$ cat config.mk
export PLATFORM = sky130hd
export DESIGN_NAME = branch_resolver
export DESIGN_NICKNAME = d
export VERILOG_FILES = /design/src/rtl/branch_resolver_pkg.sv /design/src/rtl/branch_pred_fifo.sv /design/src/rtl/branch_resolver.sv
export SDC_FILE = /design/constraint.sdc
export NUM_CORES = 1
export LEC_CHECK = 0
export CORE_MARGIN = 1.5
export CORE_UTILIZATION = 51
export DETAILED_ROUTE_END_ITERATION = 6
export PLACE_DENSITY = 0.71
export SLEW_MARGIN = 5
export SYNTH_ARGS = -nofsm -noshare
export SYNTH_HDL_FRONTEND = slang
export SYNTH_SLANG_ARGS = --single-unit
export TNS_END_PERCENT = 50
$ cat constraint.sdc
create_clock -name clk -period 6.9 [get_ports clk]
set_input_delay 0.69 -clock clk [delete_from_list [all_inputs] [get_ports clk]]
set_output_delay 0.69 -clock clk [all_outputs]
set_load 0.01 [all_outputs]
$ cat src/rtl/branch_resolver_pkg.sv
// branch_resolver_pkg: shared constants, queue entry and FSM encoding for the branch resolver.
package branch_resolver_pkg;
    localparam logic [6:0]  BRANCH_OPCODE = 7'b1100011;
    localparam int          PC_W          = 32;
    localparam logic [31:0] INSN_STEP     = 32'd4;

    typedef struct packed {
        logic            taken;
        logic [PC_W-1:0] pc;
        logic [PC_W-1:0] target;
    } entry_t;

    typedef enum logic {RUN, DRAIN} state_t;

    function automatic logic [15:0] sat_inc(input logic [15:0] v);
        return (v == 16'hFFFF) ? v : v + 16'd1;
    endfunction
endpackage

$ cat src/rtl/branch_pred_fifo.sv
// branch_pred_fifo: circular FIFO with push/pop/clear; clear wins over both.
module branch_pred_fifo #(
    parameter int WIDTH = 65,
    parameter int DEPTH = 4
) (
    input  logic                   clk,
    input  logic                   reset,
    input  logic                   push,
    input  logic                   pop,
    input  logic                   clear,
    input  logic [WIDTH-1:0]       din,
    output logic [WIDTH-1:0]       dout,
    output logic                   full,
    output logic                   empty,
    output logic [$clog2(DEPTH):0] count
);
    localparam int AW = $clog2(DEPTH);

    logic [WIDTH-1:0] mem [DEPTH];
    logic [AW-1:0]    wr_ptr;
    logic [AW-1:0]    rd_ptr;
    logic             do_push;
    logic             do_pop;

    assign full    = (count == (AW+1)'(DEPTH));
    assign empty   = (count == '0);
    assign do_push = push && !full;
    assign do_pop  = pop && !empty;
    assign dout    = mem[rd_ptr];

    // DEPTH is a power of two, so pointers wrap by natural overflow
    always_ff @(posedge clk or negedge reset) begin
        if (!reset) begin
            wr_ptr <= '0;
            rd_ptr <= '0;
            count  <= '0;
        end else if (clear) begin
            wr_ptr <= '0;
            rd_ptr <= '0;
            count  <= '0;
        end else begin
            if (do_push) wr_ptr <= wr_ptr + 1'b1;
            if (do_pop)  rd_ptr <= rd_ptr + 1'b1;
            count <= count + (AW+1)'(do_push) - (AW+1)'(do_pop);
        end
    end

    always_ff @(posedge clk) begin
        if (do_push && !clear) mem[wr_ptr] <= din;
    end
endmodule

$ cat src/rtl/branch_resolver.sv
// branch_resolver: matches fetch-time predictions against execute outcomes,
// issues flush/redirect on mispredict, feeds the predictor and keeps stats.
module branch_resolver
    import branch_resolver_pkg::*;
#(
    parameter int DEPTH     = 4,
    parameter int DRAIN_CYC = 2
) (
    input  logic                   clk,
    input  logic                   reset,
    input  logic                   pred_valid,
    input  logic                   pred_taken,
    input  logic [31:0]            pred_pc,
    input  logic [31:0]            pred_target,
    output logic                   pred_ready,
    input  logic                   res_valid,
    input  logic                   res_taken,
    input  logic [31:0]            res_target,
    output logic                   flush,
    output logic [31:0]            redirect_pc,
    output logic                   update_valid,
    output logic                   update_truth,
    output logic [$clog2(DEPTH):0] occupancy,
    output logic [15:0]            branch_count,
    output logic [15:0]            mispredict_count,
    output logic                   protocol_err
);
    localparam int CW = $clog2(DRAIN_CYC + 2);

    state_t        state, state_d;
    logic [CW-1:0] cnt, cnt_d;
    entry_t        head;
    logic [$bits(entry_t)-1:0] head_bits;
    logic          full;
    logic          empty;
    logic          push;
    logic          pop;
    logic          mispredict;
    logic [31:0]   redirect_calc;

    assign head          = entry_t'(head_bits);
    assign pop           = res_valid && !empty;
    assign mispredict    = pop && ((head.taken != res_taken) ||
                                   (head.taken && res_taken && head.target != res_target));
    assign redirect_calc = res_taken ? res_target : head.pc + INSN_STEP;
    assign push          = pred_valid && pred_ready && !mispredict;

    // Younger entries are wrong-path on a mispredict, so the queue is cleared
    branch_pred_fifo #(.WIDTH($bits(entry_t)), .DEPTH(DEPTH)) u_fifo (
        .clk   (clk),
        .reset (reset),
        .push  (push),
        .pop   (pop),
        .clear (mispredict),
        .din   ({pred_taken, pred_pc, pred_target}),
        .dout  (head_bits),
        .full  (full),
        .empty (empty),
        .count (occupancy)
    );

    always_ff @(posedge clk or negedge reset) begin
        if (!reset) begin
            state <= RUN;
            cnt   <= '0;
        end else begin
            state <= state_d;
            cnt   <= cnt_d;
        end
    end

    always_comb begin
        state_d    = state;
        cnt_d      = cnt;
        pred_ready = reset && (state == RUN) && !full;
        if (state == RUN) begin
            if (mispredict && DRAIN_CYC != 0) begin
                state_d = DRAIN;
                cnt_d   = CW'(DRAIN_CYC);
            end
        end else if (cnt <= CW'(1)) begin
            state_d = RUN;
            cnt_d   = '0;
        end else begin
            cnt_d = cnt - CW'(1);
        end
    end

    always_ff @(posedge clk or negedge reset) begin
        if (!reset) begin
            flush            <= 1'b0;
            redirect_pc      <= '0;
            update_valid     <= 1'b0;
            update_truth     <= 1'b0;
            branch_count     <= '0;
            mispredict_count <= '0;
            protocol_err     <= 1'b0;
        end else begin
            flush        <= mispredict;
            redirect_pc  <= mispredict ? redirect_calc : '0;
            update_valid <= pop;
            update_truth <= pop && res_taken;
            if (pop)               branch_count     <= sat_inc(branch_count);
            if (mispredict)        mispredict_count <= sat_inc(mispredict_count);
            if (res_valid && empty) protocol_err    <= 1'b1;
        end
    end
endmodule

# Word-level counts from Yosys, hierarchy flattened
# Memories as Yosys holds them, arrays and structs flattened.
# Cells that the tools add are included.
[op_classes] add_sub_neg=8 n_lt_le_gt_ge=1 n_eq_ne=5 mux=15 n_bitwise=3 reduce_logical=23
[op_table] cell="32-bit two-way mux" count=2
[op_table] cell="16-bit by 1-bit adder with 16-bit output, second input constant" count=2
[op_table] cell="32-bit by 3-bit adder with 32-bit output, second input constant" count=1
[op_table] cell="16-bit equality test, second input constant" count=2
[op_table] cell="32-bit inequality test" count=1
[op_table] cell="2-bit two-way mux" count=7
[op_table] cell="1-bit logical AND" count=13
[op_table] cell="2-bit nonzero test" count=3
[op_table] cell="1-bit two-way mux" count=5
[op_table] cell="2-bit by 1-bit adder with 2-bit output, second input constant" count=2
[op_table] cell="2-bit AND reduction" count=2
[op_table] cell="3-bit by 1-bit adder with 3-bit output" count=1
[op_table] cell="3-bit equality test, second input constant" count=1
[op_table] cell="1-bit logical NOT" count=3
[op_table] cell="3-bit logical NOT" count=1
[op_table] cell="3-bit two-way mux" count=1
[op_table] cell="1-bit inverter" count=3
[op_table] cell="3-bit by 1-bit subtractor with 3-bit output" count=1
[op_table] cell="2-bit by 1-bit <= comparator with 1-bit output, second input constant" count=1
[op_table] cell="2-bit by 1-bit subtractor with 2-bit output, second input constant" count=1
[op_table] cell="1-bit logical OR" count=1
[op_table] cell="1-bit inequality test" count=1
[totals] register_bits=78 mem_bits_rw=260 in_bits=102 out_inout_bits=72 elab_cells=68 mem_count=1
[memory_table] memory="u_fifo.mem" words=4 width=65 read_ports=1 rd_ports_with_merged_regs=0 wr=1 line_no="branch_pred_fifo.sv:19" rtl="logic [WIDTH-1:0] mem [DEPTH];"

# Longest topological paths before layout
# Gate-level depths: netlist of the first run.
# An unclocked memory read counts as a cell.
[depth] ltp_word=11 ltp_mapped=17 depth_no_buf=13

# Cells and area by module
# A second synthesis of the first run with hierarchy kept.
[hier_totals] hier_cells=801 hier_area_um2=13985.9
[modules_own_cells] mod="branch_pred_fifo" instances=1 cells_per_inst=388 area_each_um2=9855.7 seq_area_each_um2=7982.7
[modules_own_cells] mod="branch_resolver" instances=1 cells_per_inst=413 area_each_um2=4130.2 seq_area_each_um2=1776.7

# Worst setup path after synthesis of the first run
# No wires, ideal clock.
[synth_path] path_type="reg-to-reg" startpoint="register u_fifo.rd_ptr[0]" endpoint="memory u_fifo.mem[0][0], enable pin" setup_time_ns=0.430 arrival_time_ns=4.017 t_required_ns=6.470 slack_ns=2.453 stages_incl_launch_ff=11 path_buffers=6 period_less_slack_ns=4.447 cell_sequence="dfrtp_1 -> buf_6 -> buf_12 -> buf_12 -> buf_6 -> buf_2 -> mux4_2 -> ha_1 -> o21ai_2 -> clkbuf_1 -> and3_1"
[synth_between] elab_chain_len=11 word_cells_on_any_way=13 cone_classes="2 x eq/ne; 2 x mux; 8 x reduce/logical; 1 x memory"
[synth_lines] item="start: declaration" line_no="branch_pred_fifo.sv:21" rtl="logic [AW-1:0] rd_ptr;"
[synth_lines] item="start signal: assignment" line_no="branch_pred_fifo.sv:43" rtl="if (do_pop) rd_ptr <= rd_ptr + 1'b1;"
[synth_lines] item="memory 4 x 65 bit (*)"
[synth_lines] item="32-bit inequality test or 1-bit logical AND (tied branches)" line_no="branch_resolver.sv:44" rtl="(head.taken && res_taken && head.target != res_target));"
[synth_lines] item="1-bit logical AND" line_no="branch_resolver.sv:44"
[synth_lines] item="1-bit logical OR (*)" line_no="branch_resolver.sv:43" rtl="assign mispredict = pop && ((head.taken != res_taken) ||"
[synth_lines] item="1-bit logical AND (*)" line_no="branch_resolver.sv:43"
[synth_lines] item="1-bit logical NOT (*)" line_no="branch_pred_fifo.sv:49, branch_resolver.sv:46"
[synth_lines] item="1-bit logical AND" line_no="branch_resolver.sv:46" rtl="assign push = pred_valid && pred_ready && !mispredict;"
[synth_lines] item="1-bit logical AND" line_no="branch_pred_fifo.sv:27" rtl="assign do_push = push && !full;"
[synth_lines] item="1-bit logical AND (*)" line_no="branch_pred_fifo.sv:49" rtl="if (do_push && !clear) mem[wr_ptr] <= din;"
[synth_lines] item="1-bit two-way mux (*)" line_no="branch_pred_fifo.sv:49"
[synth_lines] item="1-bit two-way mux (not written as such) (*)" line_no="branch_pred_fifo.sv:49"
[synth_lines] item="end: declaration" line_no="branch_pred_fifo.sv:19"
# Mark *: on every way between the ends. The rest lies on a longest branch, timed or not.

# Worst setup path in the final report of the first run
[layout_path] startpoint="register u_fifo.rd_ptr[0]" endpoint="register u_fifo.count[2]"
[layout_between] elab_chain_len=11 word_cells_on_any_way=13 cone_classes="2 x add/sub; 2 x eq/ne; 1 x mux; 7 x reduce/logical; 1 x memory"
[layout_lines] item="memory 4 x 65 bit (*)"
[layout_lines] item="32-bit inequality test or 1-bit logical AND (tied branches)" line_no="branch_resolver.sv:44"
[layout_lines] item="1-bit logical AND" line_no="branch_resolver.sv:44"
[layout_lines] item="1-bit logical OR (*)" line_no="branch_resolver.sv:43"
[layout_lines] item="1-bit logical AND (*)" line_no="branch_resolver.sv:43"
[layout_lines] item="1-bit logical NOT" line_no="branch_resolver.sv:46"
[layout_lines] item="1-bit logical AND" line_no="branch_resolver.sv:46"
[layout_lines] item="1-bit logical AND" line_no="branch_pred_fifo.sv:27"
[layout_lines] item="3-bit by 1-bit adder with 3-bit output" line_no="branch_pred_fifo.sv:44" rtl="count <= count + (AW+1)'(do_push) - (AW+1)'(do_pop);"
[layout_lines] item="3-bit by 1-bit subtractor with 3-bit output" line_no="branch_pred_fifo.sv:44"
[layout_lines] item="3-bit two-way mux (*)" line_no="branch_pred_fifo.sv:37" rtl="end else if (clear) begin"
[layout_lines] item="end signal: assignment" line_no="branch_pred_fifo.sv:44"
[layout_lines] item="end: declaration" line_no="branch_pred_fifo.sv:15" rtl="output logic [$clog2(DEPTH):0] count"
# Marks and branches as above.
# A chain may end at the register's enable or synchronous reset.

==> metrics.cfg, run 1 <==
[yosys]
yosysMostFrequentCell=edfxtp_1
synth_edf_count=260
synth_area_per_cell_um2=17.4
synth_area_leaders=edfxtp_1, dfrtp_1, mux4_2, xnor2_1, xor2_1
synthFlopType=edfxtp_1
synth_seq_cells=338
ys_types=50
synth_top_area_cell=edfxtp_1
netlist_area_um2=13800
synth_common_cells=edfxtp_1, dfrtp_1, nor2_1
synth_nets=904
ys_warn_count=0
async_reset_ff_frac=0.231
synth_top_area_frac=0.566
seq_area_frac_synth=0.707
synthCells=791

[pwr]
ir_worst_vdd_mv=0.187
p_leak_nw=5.93
power.density_nw_per_um2=359

[route]
drt_iter0_markers=750
avgViaCountPerCell=5.51
route.detailed.wl_per_inst_um=21.8
drtPass1Iterations=5
vias=7458
drc_errors=0
antenna_left=0
wirelength_um=29500

[floorplan]
boundaryPins=174
initial_core_util=0.516
fp.dieW_um=167
placementRows=60
die_h_um=167
coreArea_um2=26700
dieArea_um2=28100

[setup_path]
criticalPathCategory=reg -> reg
end_kind=flip-flop
arrival_ns=5.21
cp_max_fo=56
critical_path_required_ns=7.29
worstSetupStartpointType=flip-flop

[clocking]
cts_resized=0
numCtsBuffers=36
cts_buffer_depth=3
path_clk_slew_ns=0.06
clock_latency_ns=0.52
cts_tree=yes
clockRootBuffer=clkbuf_16
cts_max_level=2
cts_sinks=338

[finish]
nFillCells=1905
diodes=0
area_growth_pct=23.2
multi_input_area_um2=3770
layout-drive-gt1-share=0.153
seq_area_um2=9760
nets=1100

[sta]
hold_viol=0
max-slew-margin-rel=0.279
finalCritPeriodShare=0.699
drv_slew=0
layout_min_cycle_time_ns=4.82
finalClockSkew_ns=0.0164
rsz0062_at_grt=false
fmax_ghz=0.207
tightest_slew_ns=1.08
worst_hold_slack_ns=0.456
setup_viol=0
setup-tns-final_ns=0

[place]
port_buffers=173
place_congestion=0.804
dp_hpwl_um=20400

[global_routing]
grtUsageTotal=0.215
grt_pass1_wl_um=44700
grt_max_degree=72
grt_pass1_vias=7395
grt_overflow=0
antenna_found_initial=0

[hold_path]
hold_class=reg -> reg

[status]
status=finished clean

[job]
maxCapViolCount=0

-- stage by stage --
stage	area [um2]	total power, mW	std cells	setup WS [ns]	util
after floorplan	13800	3.76	791	2.45	-
after global placement	15800	4.28	1289	2.10	0.593
after detailed placement	15800	4.31	1289	2.06	0.593
after CTS	17000	6.16	1353	2.01	0.636
after global routing	17000	6.38	1353	1.61	0.636
final	17000	6.11	1353	2.08	0.636
-- cell usage in the layout, fill, tap and decap left out, types with 21 or more instances in the layout --
cell type	n
edfxtp_1	260
clkdlybuf4s50_1	171
dfrtp_1	76
nor2_1	71
mux4_2	65
xnor2_1	53
xor2_1	38
clkbuf_16	38
nand2_1	30
nand4_1	21
-- worst paths after layout --
path                                   from          endpoint  slack [ns]  depth (start not counted)
max in group asynchronous             reset  u_fifo.rd_ptr[0]        5.05                          3
setup / recovery           u_fifo.rd_ptr[0]   u_fifo.count[2]        2.08                         14
min in group asynchronous             reset   branch_count[3]        0.55                          2
hold / removal                 protocol_err      protocol_err        0.46                          1
hold reg to reg                protocol_err      protocol_err        0.46                          1
setup reg to reg           u_fifo.rd_ptr[0]   u_fifo.count[2]        2.08                         14
-- cell type report --
type	count	share of cell area
tap	341	0.0251
timing repair buffer	188	0.108
clock buffer	47	0.0597
clock inverter	16	0.00788
multi-input combinational	410	0.222
sequential	338	0.574
inverter	13	0.00287
-- state kept, by name, indices dropped and copies added, names as in the netlist --
signal            cells
flush                 1
update_valid          1
u_fifo.mem          260
update_truth          1
u_fifo.rd_ptr         2
u_fifo.wr_ptr         2
state                 1
protocol_err          1
branch_count         16
redirect_pc          32
cnt                   2
u_fifo.count          3
mispredict_count     16
-- where the power goes --
| part | leakage (nW) | internal (mW) | switching (mW) | total (mW) |
|---|---|---|---|---|
| sequential | 3.37 | 2.44 | 0.235 | 2.68 |
| clock | 0.566 | 1.11 | 0.747 | 1.86 |
| combinational | 2.00 | 0.831 | 0.742 | 1.57 |
-- kinds of logic (layout without fill, tap and decap cells) --
group / Yosys count / after routing / share of synthesized area
AO/OA/AOI/OAI: 29 / 29 / 0.0117
XOR/XNOR: 91 / 91 / 0.0578
adder cells (fa/ha/maj): 11 / 11 / 0.0105
buffers and inverters: 43 / 264 / 0.0205
flip-flops: 338 / 338 / 0.707
multiplexers: 85 / 85 / 0.121
AND/OR/NAND/NOR: 194 / 194 / 0.0708
-- worst max-delay path: stages (launching register included) --
cell	delay [ns]
dfrtp_4	1.13
mux4_2	0.63
xnor2_1	0.15
nand4_1	0.13
nor4_1	0.41
a21boi_1	0.20
o21ai_4	0.43
buf_4	0.46
and2_1	0.20
ha_1	0.14
inv_1	0.05
fa_1	0.37
xor2_1	0.17
xnor2_1	0.13
nor2_1	0.05
-- layer usage --
metal  up-vias  wire length, um  global-route usage
met5         -                0                   0
met4         0              472              0.0529
met3        36             1670              0.0331
met2       256            14500               0.351
met1      3759            12800               0.307
li1       3407                -                   -
-- what timing repair did --
item / 4_1_cts / 5_1_grt
hold buffers: 1 / 0
hold endpoints to repair: 7 / 0
setup buffers: 0 / 0
setup endpoints to repair: 0 / 0
(Power assumes the default switching activity.)
==> run 2: changes to the inputs <==
- CORE_UTILIZATION: 51 -> 50
- PLACE_DENSITY: 0.71 -> 0.73
- clock period: 6.9 -> 4.4 ns (I/O delays scaled with it)
==> metrics.cfg, run 2 (synthesis results as in run 1) <==
[status]
status=finished clean

[global_routing]
grt_max_degree=79
grt_pass1_wl_um=46400
grt_pass1_vias=7791
antenna_found_initial=0
grt_overflow=0
grtUsageTotal=0.219

[route]
avgViaCountPerCell=5.60
antenna_left=0
drc_errors=0
maxUsedRoutingLayer=met4
drtPass1Iterations=4
m1WireLength_um=12500
wirelength_um=30300
wl_met3_um=1940
met2WireLength_um=14500
vias=7643
drt_iter0_markers=583
route.detailed.wl_per_inst_um=22.2

[pwr]
p_leak_nw=5.98
p_total_mw=9.61
power.density_nw_per_um2=560
ir_worst_vdd_mv=0.278

[finish]
final_util=0.635
nets=1110
fin_cells=1364
largest_reg_flops=260
area_growth_pct=24.3
largestRegisters=u_fifo.mem: 260 flops, redirect_pc: 32 flops
layout-drive-gt1-share=0.160
layout_commonest_cell=edfxtp_1
most-common-layout-cells=edfxtp_1, clkdlybuf4s50_1, dfrtp_1
diodes=0
regMostFlops=u_fifo.mem

[sta]
tightest_slew_ns=1.03
fmax_ghz=0.267
setup_viol=0
finalClockSkew_ns=0.0206
drv_slew=0
hold_viol=0
setup-tns-final_ns=0
worst_hold_slack_ns=0.230
max-slew-margin-rel=0.313
rsz0062_at_grt=false
finalCritPeriodShare=0.852
layout_min_cycle_time_ns=3.75

[floorplan]
coreArea_um2=27000
dieArea_um2=28600
fp.dieW_um=169
placementRows=60
die_h_um=169
initial_core_util=0.511
boundaryPins=174

[setup_path]
end_kind=flip-flop
cpMostUsedCell=buf_4
criticalPathCategory=reg -> reg
slowest_stage=dfrtp_4
cp.buffers_inverters=3
worstPathCellList=buf_12 > mux4_2 > xnor2_1 > nand4_1 > nor4_1 > a21boi_1 > o21ai_4 > buf_4 > and3_2 > buf_4
cp_max_fo=25
critical_path_required_ns=4.61
path_depth=10
arrival_ns=3.96
r2r_slack_ns=0.65
max_stage_delay_ns=0.76
rr_startpoint=u_fifo.rd_ptr[0]
crit_family=simple AND/OR/NAND/NOR gates
reg2reg_depth=10
worstSetupStartpointType=flip-flop
r2r-end=u_fifo.mem[1][13]

[clocking]
post_cts_buffers=0
cts_hold_buf=0
cts_tree=yes
clock_latency_ns=0.52
path_clk_slew_ns=0.06
cts_buffer_depth=3
numCtsBuffers=36
cts_resized=0
cts_max_level=2
cts_sinks=338
clockRootBuffer=clkbuf_16

[hold_path]
hold_class=in -> async

[place]
place_congestion=0.809
port_buffers=173
dp_hpwl_um=21600
dp_cells=1300

[job]
maxCapViolCount=0

==> run 2: cell count changes in the layout (fill, tap and decap cells not counted), moves of 2 or more <==
cell	previous run	this run
clkbuf_1	6	11
clkbuf_16	38	36
buf_12	0	11
clkinv_1	5	3
==> run 2: how the worst max path moves through the flow <==
stage / from / endpoint / slack, ns
after floorplan: u_fifo.rd_ptr[0] / u_fifo.mem[2][0] / -0.05
after global placement: u_fifo.rd_ptr[0] / u_fifo.mem[0][59] / 0.73
after detailed placement: u_fifo.rd_ptr[0] / u_fifo.mem[1][26] / 0.67
after CTS: u_fifo.rd_ptr[0] / u_fifo.mem[1][13] / 0.62
after global routing: u_fifo.rd_ptr[0] / u_fifo.mem[1][13] / 0.45
final: u_fifo.rd_ptr[0] / u_fifo.mem[1][13] / 0.65
==> run 2: area by class of cell <==
class | count | area [um2]
multi-input cells | 410 | 3770
clock inverters | 14 | 115
repair buffers | 198 | 2050
clock buffers | 50 | 983
inverters | 13 | 48.8
fillers | 1949 | 9870
flip-flops and latches | 338 | 9760
well taps | 341 | 427
==> run 2: routing by layer <==
| metal | track usage | vias to the layer above |
|---|---|---|
| met1 | 0.299 | 3861 |
| met4 | 0.101 | 0 |
| met2 | 0.349 | 280 |
| met3 | 0.0357 | 75 |
| met5 | 0 | - |
| li1 | - | 3427 |
==> run 2: power by group <==
part	switching (mW)	internal, mW	leakage [nW]
Sequential	0.280	3.83	3.37
Combinational	1.32	1.39	2.08
Clock	1.16	1.63	0.533
Total	2.76	6.85	5.98
==> run 2: through the flow <==
stage	cell area (um2)	setup slack, ns
after floorplan	13800	-0.0470
after global placement	16100	0.731
after detailed placement	16100	0.666
after CTS	17200	0.615
after global routing	17200	0.453
final	17200	0.652
